$ cat config.mk
export PLATFORM = sky130hd
export DESIGN_NAME = gcbp_frame_ring_ctrl_flat
export DESIGN_NICKNAME = d
export VERILOG_FILES = /design/src/rtl/gcbp_frame_ring_if.sv /design/src/rtl/gcbp_frame_ring_ctrl.sv /design/src/flat_wrapper.sv
export SDC_FILE = /design/constraint.sdc
export NUM_CORES = 1
export LEC_CHECK = 0
export ABC_AREA = 1
export CORE_ASPECT_RATIO = 1.5
export CORE_MARGIN = 2
export CORE_UTILIZATION = 40
export DETAILED_ROUTE_END_ITERATION = 10
export GPL_TIMING_DRIVEN = 0
export PLACE_DENSITY = 0.72
export SYNTH_ARGS = -nofsm -noshare
export SYNTH_HDL_FRONTEND = slang
export SYNTH_SLANG_ARGS = --single-unit
export TNS_END_PERCENT = 10
$ cat constraint.sdc
create_clock -name i_clk -period 1.4 [get_ports i_clk]
set_input_delay 0.28 -clock i_clk [delete_from_list [all_inputs] [get_ports i_clk]]
set_output_delay 0.28 -clock i_clk [all_outputs]
set_load 0.05 [all_outputs]
$ cat src/rtl/gcbp_frame_ring_if.sv
// Bundles the line-timing inputs and the ring/BRAM outputs of the GCBP frame ring controller.
interface gcbp_frame_ring_if #(
  parameter int C_LOC_BITS  = 2,
  parameter int C_ADDR_BITS = 9,
  parameter int C_LINE_BITS = 10
);
  logic [C_LINE_BITS-1:0] i_line_count;
  logic                   i_line_valid;
  logic                   i_new_frame;
  logic                   i_rd_busy;
  logic [C_LOC_BITS-1:0]  o_next_loc;
  logic [C_LOC_BITS-1:0]  o_curr_loc;
  logic [C_LOC_BITS-1:0]  o_prev_loc;
  logic                   o_curr_valid;
  logic                   o_prev_valid;
  logic                   o_pair_ready;
  logic                   o_frame_dropped;
  logic [15:0]            o_drop_count;
  logic [C_ADDR_BITS-1:0] o_bram_wr_addr;
  logic                   o_bram_wr_en;

  modport master (
    output i_line_count, i_line_valid, i_new_frame, i_rd_busy,
    input  o_next_loc, o_curr_loc, o_prev_loc, o_curr_valid, o_prev_valid,
           o_pair_ready, o_frame_dropped, o_drop_count, o_bram_wr_addr, o_bram_wr_en
  );

  modport slave (
    input  i_line_count, i_line_valid, i_new_frame, i_rd_busy,
    output o_next_loc, o_curr_loc, o_prev_loc, o_curr_valid, o_prev_valid,
           o_pair_ready, o_frame_dropped, o_drop_count, o_bram_wr_addr, o_bram_wr_en
  );
endinterface

$ cat src/rtl/gcbp_frame_ring_ctrl.sv
// Ring of sub-image slots in the GCBP BRAM: write-slot addressing and (prev, curr) publication
// to the correlator, with frames held in spare slots or dropped while the reader is busy.
module gcbp_frame_ring_ctrl #(
  parameter int C_NUM_LOCS    = 3,
  parameter int C_LOC_BITS    = 2,
  parameter int C_OFFSET_LOG2 = 7,
  parameter int C_ADDR_BITS   = 9,
  parameter int C_LINE_BITS   = 10,
  parameter int C_MAX_LINES   = 64
) (
  input  logic             i_clk,
  input  logic             i_resetn,
  gcbp_frame_ring_if.slave bus
);

  typedef enum logic {ST_IDLE, ST_PEND} state_t;

  localparam logic [C_LOC_BITS-1:0]  LOC_LAST  = C_LOC_BITS'(C_NUM_LOCS - 1);
  localparam logic [C_LOC_BITS-1:0]  LOC_PREV0 = C_LOC_BITS'(C_NUM_LOCS - 2);
  localparam logic [C_LINE_BITS:0]   MAX_LINES = (C_LINE_BITS + 1)'(C_MAX_LINES);
  localparam int                     SUM_W     = C_LOC_BITS + C_OFFSET_LOG2;

  function automatic logic [C_LOC_BITS-1:0] loc_inc(input logic [C_LOC_BITS-1:0] x);
    return (x == LOC_LAST) ? '0 : x + C_LOC_BITS'(1);
  endfunction

  function automatic logic [C_LOC_BITS-1:0] loc_dec(input logic [C_LOC_BITS-1:0] x);
    return (x == '0) ? LOC_LAST : x - C_LOC_BITS'(1);
  endfunction

  state_t                state, state_nxt;
  logic [C_LOC_BITS-1:0] next_loc, next_loc_nxt;
  logic [C_LOC_BITS-1:0] curr_loc, curr_loc_nxt;
  logic [C_LOC_BITS-1:0] prev_loc, prev_loc_nxt;
  logic                  curr_valid, curr_valid_nxt;
  logic                  prev_valid, prev_valid_nxt;
  logic                  pair_ready, pair_ready_nxt;
  logic                  frame_dropped, frame_dropped_nxt;
  logic [15:0]           drop_cnt, drop_cnt_nxt;
  logic [1:0]            done_cnt, done_cnt_nxt;
  logic [SUM_W-1:0]      addr_full;

  always_ff @(posedge i_clk or negedge i_resetn) begin
    if (!i_resetn) begin
      state         <= ST_IDLE;
      next_loc      <= '0;
      curr_loc      <= LOC_LAST;
      prev_loc      <= LOC_PREV0;
      curr_valid    <= 1'b0;
      prev_valid    <= 1'b0;
      pair_ready    <= 1'b0;
      frame_dropped <= 1'b0;
      drop_cnt      <= '0;
      done_cnt      <= '0;
    end else begin
      state         <= state_nxt;
      next_loc      <= next_loc_nxt;
      curr_loc      <= curr_loc_nxt;
      prev_loc      <= prev_loc_nxt;
      curr_valid    <= curr_valid_nxt;
      prev_valid    <= prev_valid_nxt;
      pair_ready    <= pair_ready_nxt;
      frame_dropped <= frame_dropped_nxt;
      drop_cnt      <= drop_cnt_nxt;
      done_cnt      <= done_cnt_nxt;
    end
  end

  // Branch order matters: a finished frame with the reader free always publishes, even from PEND.
  always_comb begin
    state_nxt         = state;
    next_loc_nxt      = next_loc;
    curr_loc_nxt      = curr_loc;
    prev_loc_nxt      = prev_loc;
    curr_valid_nxt    = curr_valid;
    prev_valid_nxt    = prev_valid;
    pair_ready_nxt    = 1'b0;
    frame_dropped_nxt = 1'b0;
    drop_cnt_nxt      = drop_cnt;
    done_cnt_nxt      = (bus.i_new_frame && done_cnt != 2'd2) ? done_cnt + 2'd1 : done_cnt;

    if (bus.i_new_frame && !bus.i_rd_busy) begin
      curr_loc_nxt   = next_loc;
      prev_loc_nxt   = loc_dec(next_loc);
      next_loc_nxt   = loc_inc(next_loc);
      state_nxt      = ST_IDLE;
      pair_ready_nxt = 1'b1;
      curr_valid_nxt = (done_cnt_nxt >= 2'd1);
      prev_valid_nxt = (done_cnt_nxt == 2'd2);
    end else if (bus.i_new_frame) begin
      if (loc_inc(next_loc) != prev_loc) begin
        next_loc_nxt = loc_inc(next_loc);
        state_nxt    = ST_PEND;
      end else begin
        // No spare slot left: the write slot is reused and this frame is lost.
        frame_dropped_nxt = 1'b1;
        drop_cnt_nxt      = (drop_cnt == 16'hFFFF) ? drop_cnt : drop_cnt + 16'd1;
      end
    end else if (!bus.i_rd_busy && state == ST_PEND) begin
      curr_loc_nxt   = loc_dec(next_loc);
      prev_loc_nxt   = loc_dec(loc_dec(next_loc));
      state_nxt      = ST_IDLE;
      pair_ready_nxt = 1'b1;
      curr_valid_nxt = (done_cnt >= 2'd1);
      prev_valid_nxt = (done_cnt == 2'd2);
    end
  end

  assign addr_full = {next_loc, bus.i_line_count[C_OFFSET_LOG2-1:0]};

  assign bus.o_bram_wr_addr  = C_ADDR_BITS'(addr_full);
  assign bus.o_bram_wr_en    = bus.i_line_valid && ({1'b0, bus.i_line_count} < MAX_LINES);
  assign bus.o_next_loc      = next_loc;
  assign bus.o_curr_loc      = curr_loc;
  assign bus.o_prev_loc      = prev_loc;
  assign bus.o_curr_valid    = curr_valid;
  assign bus.o_prev_valid    = prev_valid;
  assign bus.o_pair_ready    = pair_ready;
  assign bus.o_frame_dropped = frame_dropped;
  assign bus.o_drop_count    = drop_cnt;

endmodule
$ cat src/flat_wrapper.sv
// flat-port wrapper written by rule: the top's interface ports become plain ports
module gcbp_frame_ring_ctrl_flat 
#(
  parameter int C_NUM_LOCS    = 3,
  parameter int C_LOC_BITS    = 2,
  parameter int C_OFFSET_LOG2 = 7,
  parameter int C_ADDR_BITS   = 9,
  parameter int C_LINE_BITS   = 10,
  parameter int C_MAX_LINES   = 64
)
  (i_clk, i_resetn, bus_i_line_count, bus_i_line_valid, bus_i_new_frame, bus_i_rd_busy, bus_o_next_loc, bus_o_curr_loc, bus_o_prev_loc, bus_o_curr_valid, bus_o_prev_valid, bus_o_pair_ready, bus_o_frame_dropped, bus_o_drop_count, bus_o_bram_wr_addr, bus_o_bram_wr_en);
  gcbp_frame_ring_if #(.C_LOC_BITS(C_LOC_BITS), .C_ADDR_BITS(C_ADDR_BITS), .C_LINE_BITS(C_LINE_BITS)) bus_i ();
  input  logic i_clk;
  input  logic i_resetn;
  input wire logic [$bits(bus_i.i_line_count)-1:0] bus_i_line_count;
  input wire logic [$bits(bus_i.i_line_valid)-1:0] bus_i_line_valid;
  input wire logic [$bits(bus_i.i_new_frame)-1:0] bus_i_new_frame;
  input wire logic [$bits(bus_i.i_rd_busy)-1:0] bus_i_rd_busy;
  output wire logic [$bits(bus_i.o_next_loc)-1:0] bus_o_next_loc;
  output wire logic [$bits(bus_i.o_curr_loc)-1:0] bus_o_curr_loc;
  output wire logic [$bits(bus_i.o_prev_loc)-1:0] bus_o_prev_loc;
  output wire logic [$bits(bus_i.o_curr_valid)-1:0] bus_o_curr_valid;
  output wire logic [$bits(bus_i.o_prev_valid)-1:0] bus_o_prev_valid;
  output wire logic [$bits(bus_i.o_pair_ready)-1:0] bus_o_pair_ready;
  output wire logic [$bits(bus_i.o_frame_dropped)-1:0] bus_o_frame_dropped;
  output wire logic [$bits(bus_i.o_drop_count)-1:0] bus_o_drop_count;
  output wire logic [$bits(bus_i.o_bram_wr_addr)-1:0] bus_o_bram_wr_addr;
  output wire logic [$bits(bus_i.o_bram_wr_en)-1:0] bus_o_bram_wr_en;
  assign bus_i.i_line_count = bus_i_line_count;
  assign bus_i.i_line_valid = bus_i_line_valid;
  assign bus_i.i_new_frame = bus_i_new_frame;
  assign bus_i.i_rd_busy = bus_i_rd_busy;
  assign bus_o_next_loc = bus_i.o_next_loc;
  assign bus_o_curr_loc = bus_i.o_curr_loc;
  assign bus_o_prev_loc = bus_i.o_prev_loc;
  assign bus_o_curr_valid = bus_i.o_curr_valid;
  assign bus_o_prev_valid = bus_i.o_prev_valid;
  assign bus_o_pair_ready = bus_i.o_pair_ready;
  assign bus_o_frame_dropped = bus_i.o_frame_dropped;
  assign bus_o_drop_count = bus_i.o_drop_count;
  assign bus_o_bram_wr_addr = bus_i.o_bram_wr_addr;
  assign bus_o_bram_wr_en = bus_i.o_bram_wr_en;
  gcbp_frame_ring_ctrl #(.C_NUM_LOCS(C_NUM_LOCS), .C_LOC_BITS(C_LOC_BITS), .C_OFFSET_LOG2(C_OFFSET_LOG2), .C_ADDR_BITS(C_ADDR_BITS), .C_LINE_BITS(C_LINE_BITS), .C_MAX_LINES(C_MAX_LINES)) u_core (.i_clk(i_clk), .i_resetn(i_resetn), .bus(bus_i));
endmodule
==> summary.txt, run 1 <==
STA
  • Final worst-path cycle share: 112.8%
  • Clk_skew: 0.01087 ns
  • RSZ-0062 raised after global routing: yes
  • Slew margin rel.: between 50% and 60%
  • Minimum clock period: ~1.6 ns
  • Slew @ Worst Pin: ~0.65 ns
  • Fin Hold WS: roughly 0.02 ns
  • Max Transition Viols Final: 0
  • Setup violations, final: 18
  • Final hold vios: 0
  • Post-route setup slack: -0.1795 ns
  • Max Freq: 633.1 MHz

Clock network
  • Cts hold-fix bufs: 0
  • TritonCTS Sinks: 29
  • CTS H-Tree Depth: 2
  • Clock Tree Buf Depth: 2
  • Num CTS Buffers: 5
  • Clk Latency, worst-skew pair: 0.28 ns
  • Clk slew on worst S/H paths: about 0.07 ns
  • Root Driver: clkbuf_8
  • CTS tree: yes

Global routing
  • Gr ovfl total: 0
  • Largest net degree at the start of global routing: 30
  • Initial antenna violation count: 0
  • Total global-route track usage: a little under a fifth
  • First-pass GRT wire length: between 7000 and 8000 um
  • Vias in the first global route: between 1500 and 2000
  • M1 GR Usage: between 10% and 20%
  • Met3 Use GR: roughly 4.3%
  • Global-route met2 utilization: between 30 and 40%
  • Top Usage Layer GRT: met2

Route
  • Residual DRC count: 0
  • First-pass detailed-route iteration total: 4
  • Routed len/inst: between 10 and 15 um
  • DR iter-0 viols: 38
  • DR vias: 1703
  • Final wirelength: approximately 4200 um
  • Final antenna-violating net count: 0
  • Routed vias/inst: a little under 5

Flow run
  • Max-cap violations: 0

Synthesis
  • Number of synthesized flops with an enable pin: 0
  • Most frequent cells after synthesis: 99 x nand2_1, 27 x dfrtp_1, 22 x nor2_1, 19 x inv_1, 10 x buf_4
  • Yosys top cell area share: between 30% and 40%
  • Post-synthesis cell count: ~240
  • Top_reg_cell synth: dfrtp_1
  • YS warnings: 0
  • Cell accounting for the most synthesized area: dfrtp_1
  • Ranking of synthesized cells by area: dfrtp_1 39%, nand2_1 21%, nor2_1 4.7%
  • Netlist cell types: 27
  • Most numerous cell in the Yosys netlist: nand2_1
  • Cell Area, Synth: around 1700 um^2
  • Post-synth net total: ~260
  • Syn Area/Cell: ~7.3 um^2
  • Sequential area share after synthesis: 41.66%
  • Async set-reset flop share out of synthesis: 100.0%
  • Yosys reg bits: 29

Power
  • P_leak: between 1 and 1.5 nW
  • VDD IR max: 1575 uV
  • Pwr Density: ~1800 nW/um^2
  • Logic pwr share: 54.1%
  • Total power: ~4.3 mW
  • NetSw: 2.011 mW
  • Reg power frac: between 30% and 40%
  • Sw Share: a little under half
  • Clock Power Share: 15.6%
  • Internal: about 2.3 mW

Worst setup path
  • RR Endpoint: u_core.bus.o_drop_count[14]
  • Crit path required time: 1.57 ns
  • Crit start category: flip-flop
  • Reg2reg start: u_core.bus.o_next_loc[0]
  • Crit path max fanout: 5
  • CP arrival: around 1.8 ns
  • Worst Setup Path Type: reg -> reg
  • R2r worst-path depth: 9
  • CP peak stage delay: around 0.43 ns
  • Reg2reg setup slack: -0.18 ns
  • Critical path's most frequent cell: inv_2
  • Setup crit end kind: flip-flop
  • CP Cell Sequence: inv_2, ha_4, xnor2_2, nand3b_1, inv_2, nand2_4, clkbuf_16, nand2_2, nand2_1
  • Slowest CP cell: dfrtp_2
  • Critical path startpoint: u_core.bus.o_next_loc[0]

Layout
  • Design Area, Final: between 2000 and 2500 um^2
  • Filler Cell Count: between 400 and 500
  • Share of layout cells above drive strength 1: 36.33%
  • Syn-to-layout area delta: 40.73%
  • # diodes: 0
  • Nets: 320

Floorplanning
  • Die Y: roughly 85 um
  • Ports: 51
  • Initial Utilization: between 40% and 50%
  • Die W: around 58 um
  • Full die area: a little under 5000 um^2
  • Core area: around 4200 um^2
  • Row cnt: 29

Worst hold path
  • Worst min-delay path class: in -> async

Placement
  • Placed instance area: 2303 um^2
  • Place WS: -0.6542 ns
  • Detailed-placement wirelength estimate: 2964 um
  • RD Place Congestion: between 0.8 and 0.9
  • PortBufs: between 40 and 50

Run status
  • Violated checks: setup timing
  • Status: finished, violations left
[routing by layer]
metal	share of wire, %	vias up
met1	39	800
met2	55	43
met3	4.9	8
met4	1.5	0
li1	-	852
met5	0	-
[area by class of cell]
type,instances,area (um^2),share of cell area [%]
Buffer,12,98.84,4.018
Clock buffer,6,72.57,2.950
Clock inverter,2,10.01,0.4069
Inverter,22,85.08,3.459
Multi-Input combinational cell,175,943.4,38.35
Sequential cell,29,740.7,30.11
Tap cell,46,57.56,2.340
Timing Repair Buffer,54,451.7,18.36
[how the worst max path moves through the flow]
stage                                        to  slack [ns]  cells after the start
global route        u_core.bus.o_drop_count[14]       -0.26                      9
global placement               bus_o_bram_wr_en       -0.66                      5
detailed placement             bus_o_bram_wr_en       -0.65                      5
floorplan           u_core.bus.o_drop_count[12]       -0.23                      9
finish              u_core.bus.o_drop_count[14]       -0.18                      9
CTS                 u_core.bus.o_drop_count[11]       -0.13                      9
[worst max-delay path, delay by kind of cell, from the launching register on]
family | cells | cell delay, ns
buf+inv | 3 | 0.35
flops | 1 | 0.43
xor+xnor | 1 | 0.17
fa+ha+maj | 1 | 0.17
simple gates | 4 | 0.36
[logic make-up (layout without fill, tap and decap cells)]
group,after synthesis,in the layout,share of synthesized area [%]
AO/OA/AOI/OAI,14,14,4.366
AND/OR/NAND/NOR,145,145,34.72
flip-flops,29,29,41.66
XOR/XNOR,10,10,5.011
buffers and inverters,34,96,9.950
adder cells (fa/ha/maj),6,6,4.295
[placed cells by master, fill, tap and decap left out, types with 4 or more instances in the layout]
master,netlist,final
buf_2,1,16
buf_4,10,25
clkbuf_8,0,5
clkdlybuf4s15_2,0,9
clkdlybuf4s50_1,0,6
dfrtp_1,27,17
dfrtp_2,0,10
inv_1,19,16
inv_2,3,5
nand2_1,99,88
nand2_2,1,11
nand3_1,9,9
nand4_1,5,5
nor2_1,22,21
o21ai_0,8,5
xnor2_1,6,4
xor2_1,4,4
[power by group through the flow]
| stage | combinational (mW) | sequential, mW | clock, mW |
|---|---|---|---|
| 2_1_floorplan | 0.935 | 1.88 | 0 |
| 3_3_place_gp | 2.12 | 1.31 | 0 |
| 3_5_place_dp | 2.14 | 1.32 | 0 |
| 4_1_cts | 2.26 | 1.31 | 0.686 |
| 5_1_grt | 2.51 | 1.34 | 0.717 |
| 6_report | 2.33 | 1.31 | 0.672 |
[flip-flops by register name (all words and copies together) (netlist names)]
name and cells:
u_core.done_cnt 2, u_core.bus.o_pair_ready 1, u_core.bus.o_curr_valid 1, u_core.bus.o_frame_dropped 1
u_core.bus.o_drop_count 16, u_core.state 1, u_core.bus.o_prev_valid 1, u_core.bus.o_prev_loc 2
u_core.bus.o_curr_loc 2, u_core.bus.o_next_loc 2
[through the flow]
step	util [%]	instances	setup TNS (ns)
finish	58.44	346	-2.508
global route	58.44	346	-4.241
CTS	58.09	344	-1.934
detailed placement	54.73	328	-28.23
global placement	54.73	328	-27.29
floorplan	-	238	-3.353
[timing repair]
action                                  in CTS  in global routing
setup buffers                                8                  1
gates resized for setup                    128                 31
cloned                                       0                  1
pin swaps                                    4                  5
endpoints found under the setup margin      83                 32
Note: power is estimated with default switching activity, not from simulation.
==> inputs of run 2 (changes only) <==
- CORE_UTILIZATION: 40 -> 41
- CTS_CLUSTER_SIZE: unset -> 28
- PLACE_DENSITY: 0.72 -> 0.73
==> summary.txt, run 2 (synthesis gave the netlist of run 1 again) <==
Run status
  • Status: finished, violations left
  • Violated checks: setup timing

Route
  • DR vias: 1695 (-0.47%)
  • Routed len/inst: 11.83 um (-2.5%)
  • Met2 wire length: 2301 um (unchanged)
  • Met3 wire len: 237 um (+15%)
  • Final wirelength: 4140 um (-1.4%)
  • Final antenna-violating net count: 0 (unchanged)
  • Uppermost layer routed: met4
  • First-pass detailed-route iteration total: 4 (unchanged)
  • DR iter-0 viols: 37 (-2.6%)
  • Routed metal-1 wire length: 1527 um (-6.0%)
  • Residual DRC count: 0 (unchanged)
  • Routed vias/inst: 4.843 (-1.6%)

Placement
  • RD Place Congestion: 0.8026 (-0.93%)
  • PortBufs: 44 (unchanged)
  • Placed Instances: 328 (unchanged)
  • Detailed-placement wirelength estimate: 2887 um (-2.6%)

Floorplanning
  • Ports: 51 (unchanged)
  • Initial Utilization: 41.89% (+0.36 points)
  • Core area: 4173 um^2 (-0.86%)
  • Row cnt: 29 (unchanged)
  • Full die area: 4812 um^2 (-2.3%)
  • Die Y: 83.97 um (-1.2%)
  • Die W: 57.31 um (-1.1%)

STA
  • Minimum clock period: 1.576 ns (-0.003280 ns)
  • Slew @ Worst Pin: 0.6677 ns (+0.01738 ns)
  • Slew margin rel.: 55.48% (-1.2 points)
  • Final worst-path cycle share: 112.6% (-0.23 points)
  • Setup violations, final: 20 (+2)
  • RSZ-0062 raised after global routing: yes
  • Max Transition Viols Final: 0 (unchanged)
  • Setup TNS: -2.663 ns (-0.1550 ns)
  • Final hold vios: 0 (unchanged)
  • Post-route setup slack: -0.1762 ns (+0.003280 ns)
  • Clk_skew: 0.007072 ns (-0.003802 ns)
  • Max Freq: 634.4 MHz (+0.21%)

Worst setup path
  • Crit start category: flip-flop
  • CP arrival: 1.79 ns (+0.04 ns)
  • WP buf/inv: 3 (unchanged)
  • Critical path startpoint: u_core.bus.o_next_loc[0]
  • Critical path's most frequent cell: nand2_1
  • Crit path max fanout: 10 (+5)
  • Crit path required time: 1.62 ns (+0.05 ns)
  • Worst Setup Path Type: reg -> reg
  • Slowest CP cell: dfrtp_2
  • R2r worst-path depth: 9 (unchanged)
  • CP peak stage delay: 0.41 ns (-0.02 ns)
  • RR Endpoint: u_core.bus.o_drop_count[5]
  • Crit-path leading delay family: flip-flops
  • Setup crit end kind: flip-flop
  • CP Cell Sequence: inv_2, ha_4, xnor2_4, nand3b_1, buf_4, nor2_4, buf_6, nand2_1, nand2_1
  • Reg2reg setup slack: -0.18 ns (about the same)
  • Reg2reg start: u_core.bus.o_next_loc[0]

Clock network
  • Cts hold-fix bufs: 0 (unchanged)
  • Clk Latency, worst-skew pair: 0.28 ns (about the same)
  • CTS tree: yes
  • Clock Tree Buf Depth: 2 (unchanged)
  • Num CTS Buffers: 5 (unchanged)
  • TritonCTS Sinks: 29 (unchanged)
  • Clk slew on worst S/H paths: 0.07 ns (about the same)
  • Root Driver: clkbuf_8
  • CTS H-Tree Depth: 2 (unchanged)

Flow run
  • Max-cap violations: 0 (unchanged)

Power
  • P_leak: 1.230 nW (+1.6%)
  • Pwr Density: 1825 nW/um^2 (+4.0%)
  • VDD IR max: 1591 uV (+1.0%)

Global routing
  • First-pass GRT wire length: 6975 um (-1.3%)
  • Vias in the first global route: 1655 (+0.73%)
  • Total global-route track usage: 18.67% (+0.38 points)
  • Initial antenna violation count: 0 (unchanged)
  • Gr ovfl total: 0 (unchanged)
  • Largest net degree at the start of global routing: 30 (unchanged)

Layout
  • Nets: 324 (+1.3%)
  • Max FFs per register: 16 (unchanged)
  • Final Non-Filler Cells: 350 (+1.2%)
  • Filler Cell Count: 383 (-6.6%)
  • Most common cell after layout, fill and taps aside: nand2_1
  • # diodes: 0 (unchanged)
  • Syn-to-layout area delta: 43.59%
  • Most frequent cells in the layout: 97 x nand2_1, 29 x buf_4, 22 x nor2_1
  • Share of layout cells above drive strength 1: 33.88% (-2.5 points)

Worst hold path
  • Worst min-delay path class: in -> async
run 2: cell count changes in the layout (fill, tap and decap cells not counted), moves of 2 or more:
cell	before	now
nand2_1	88	97
nand2_2	11	2
buf_2	16	12
buf_4	25	29
buf_6	2	4
clkinv_2	2	0
run 2: area by class of cell:
| type | count | area (um^2) | share of cell area (%) |
|---|---|---|---|
| Inverter | 22 | 85.08 | 3.390 |
| Multi-Input combinational cell | 175 | 929.6 | 37.04 |
| Clock buffer | 8 | 90.09 | 3.589 |
| Timing Repair Buffer | 58 | 508.0 | 20.24 |
| Tap cell | 46 | 57.56 | 2.293 |
| Sequential cell | 29 | 740.7 | 29.51 |
| Buffer | 12 | 98.84 | 3.938 |
run 2: per-stage QoR:
| step | power [mW] | setup WS, ns | hold slack [ns] | cell area (um^2) | utilization, % |
|---|---|---|---|---|---|
| after CTS | 4.467 | -0.1621 | 0.4381 | 2514 | 60.24 |
| after global placement | 3.436 | -0.6589 | 0.4674 | 2303 | 55.20 |
| final | 4.582 | -0.1762 | 0.03103 | 2510 | 60.15 |
| after detailed placement | 3.457 | -0.6631 | 0.4651 | 2303 | 55.20 |
| after floorplan | 2.818 | -0.2334 | -0.01559 | 1805 | - |
| after global routing | 4.867 | -0.2891 | 0.08852 | 2510 | 60.15 |
run 2: worst max path at each step:
| stage | end | slack, ns | cells past startpoint |
|---|---|---|---|
| after floorplan | u_core.bus.o_drop_count[12] | -0.23 | 9 |
| after detailed placement | bus_o_bram_wr_en | -0.66 | 5 |
| after CTS | u_core.bus.o_drop_count[2] | -0.16 | 9 |
| final | u_core.bus.o_drop_count[5] | -0.18 | 9 |
| after global placement | bus_o_bram_wr_en | -0.66 | 5 |
| after global routing | u_core.bus.o_drop_count[5] | -0.29 | 9 |
run 2: per-layer routing:
metal / vias to the layer above / global-route usage, %
li1: 857 / -
met1: 779 / 19.28
met2: 50 / 34.80
met3: 9 / 4.031
met4: 0 / 8.034
met5: - / 0
run 2: report_power, final:
part           leakage, nW  total, mW  internal, mW  switching (mW)
logic                0.821       2.55          1.06            1.49
registers            0.364       1.31          1.08           0.224
clock network       0.0455      0.722         0.400           0.322
total                 1.23       4.58          2.54            2.04
run 2: timing repair:
item | in CTS | in global routing
setup endpoints to repair | 82 | 32
gates resized for setup | 125 | 26
gates cloned | 1 | 0
pin swaps | 8 | 4
setup buffers | 11 | 2
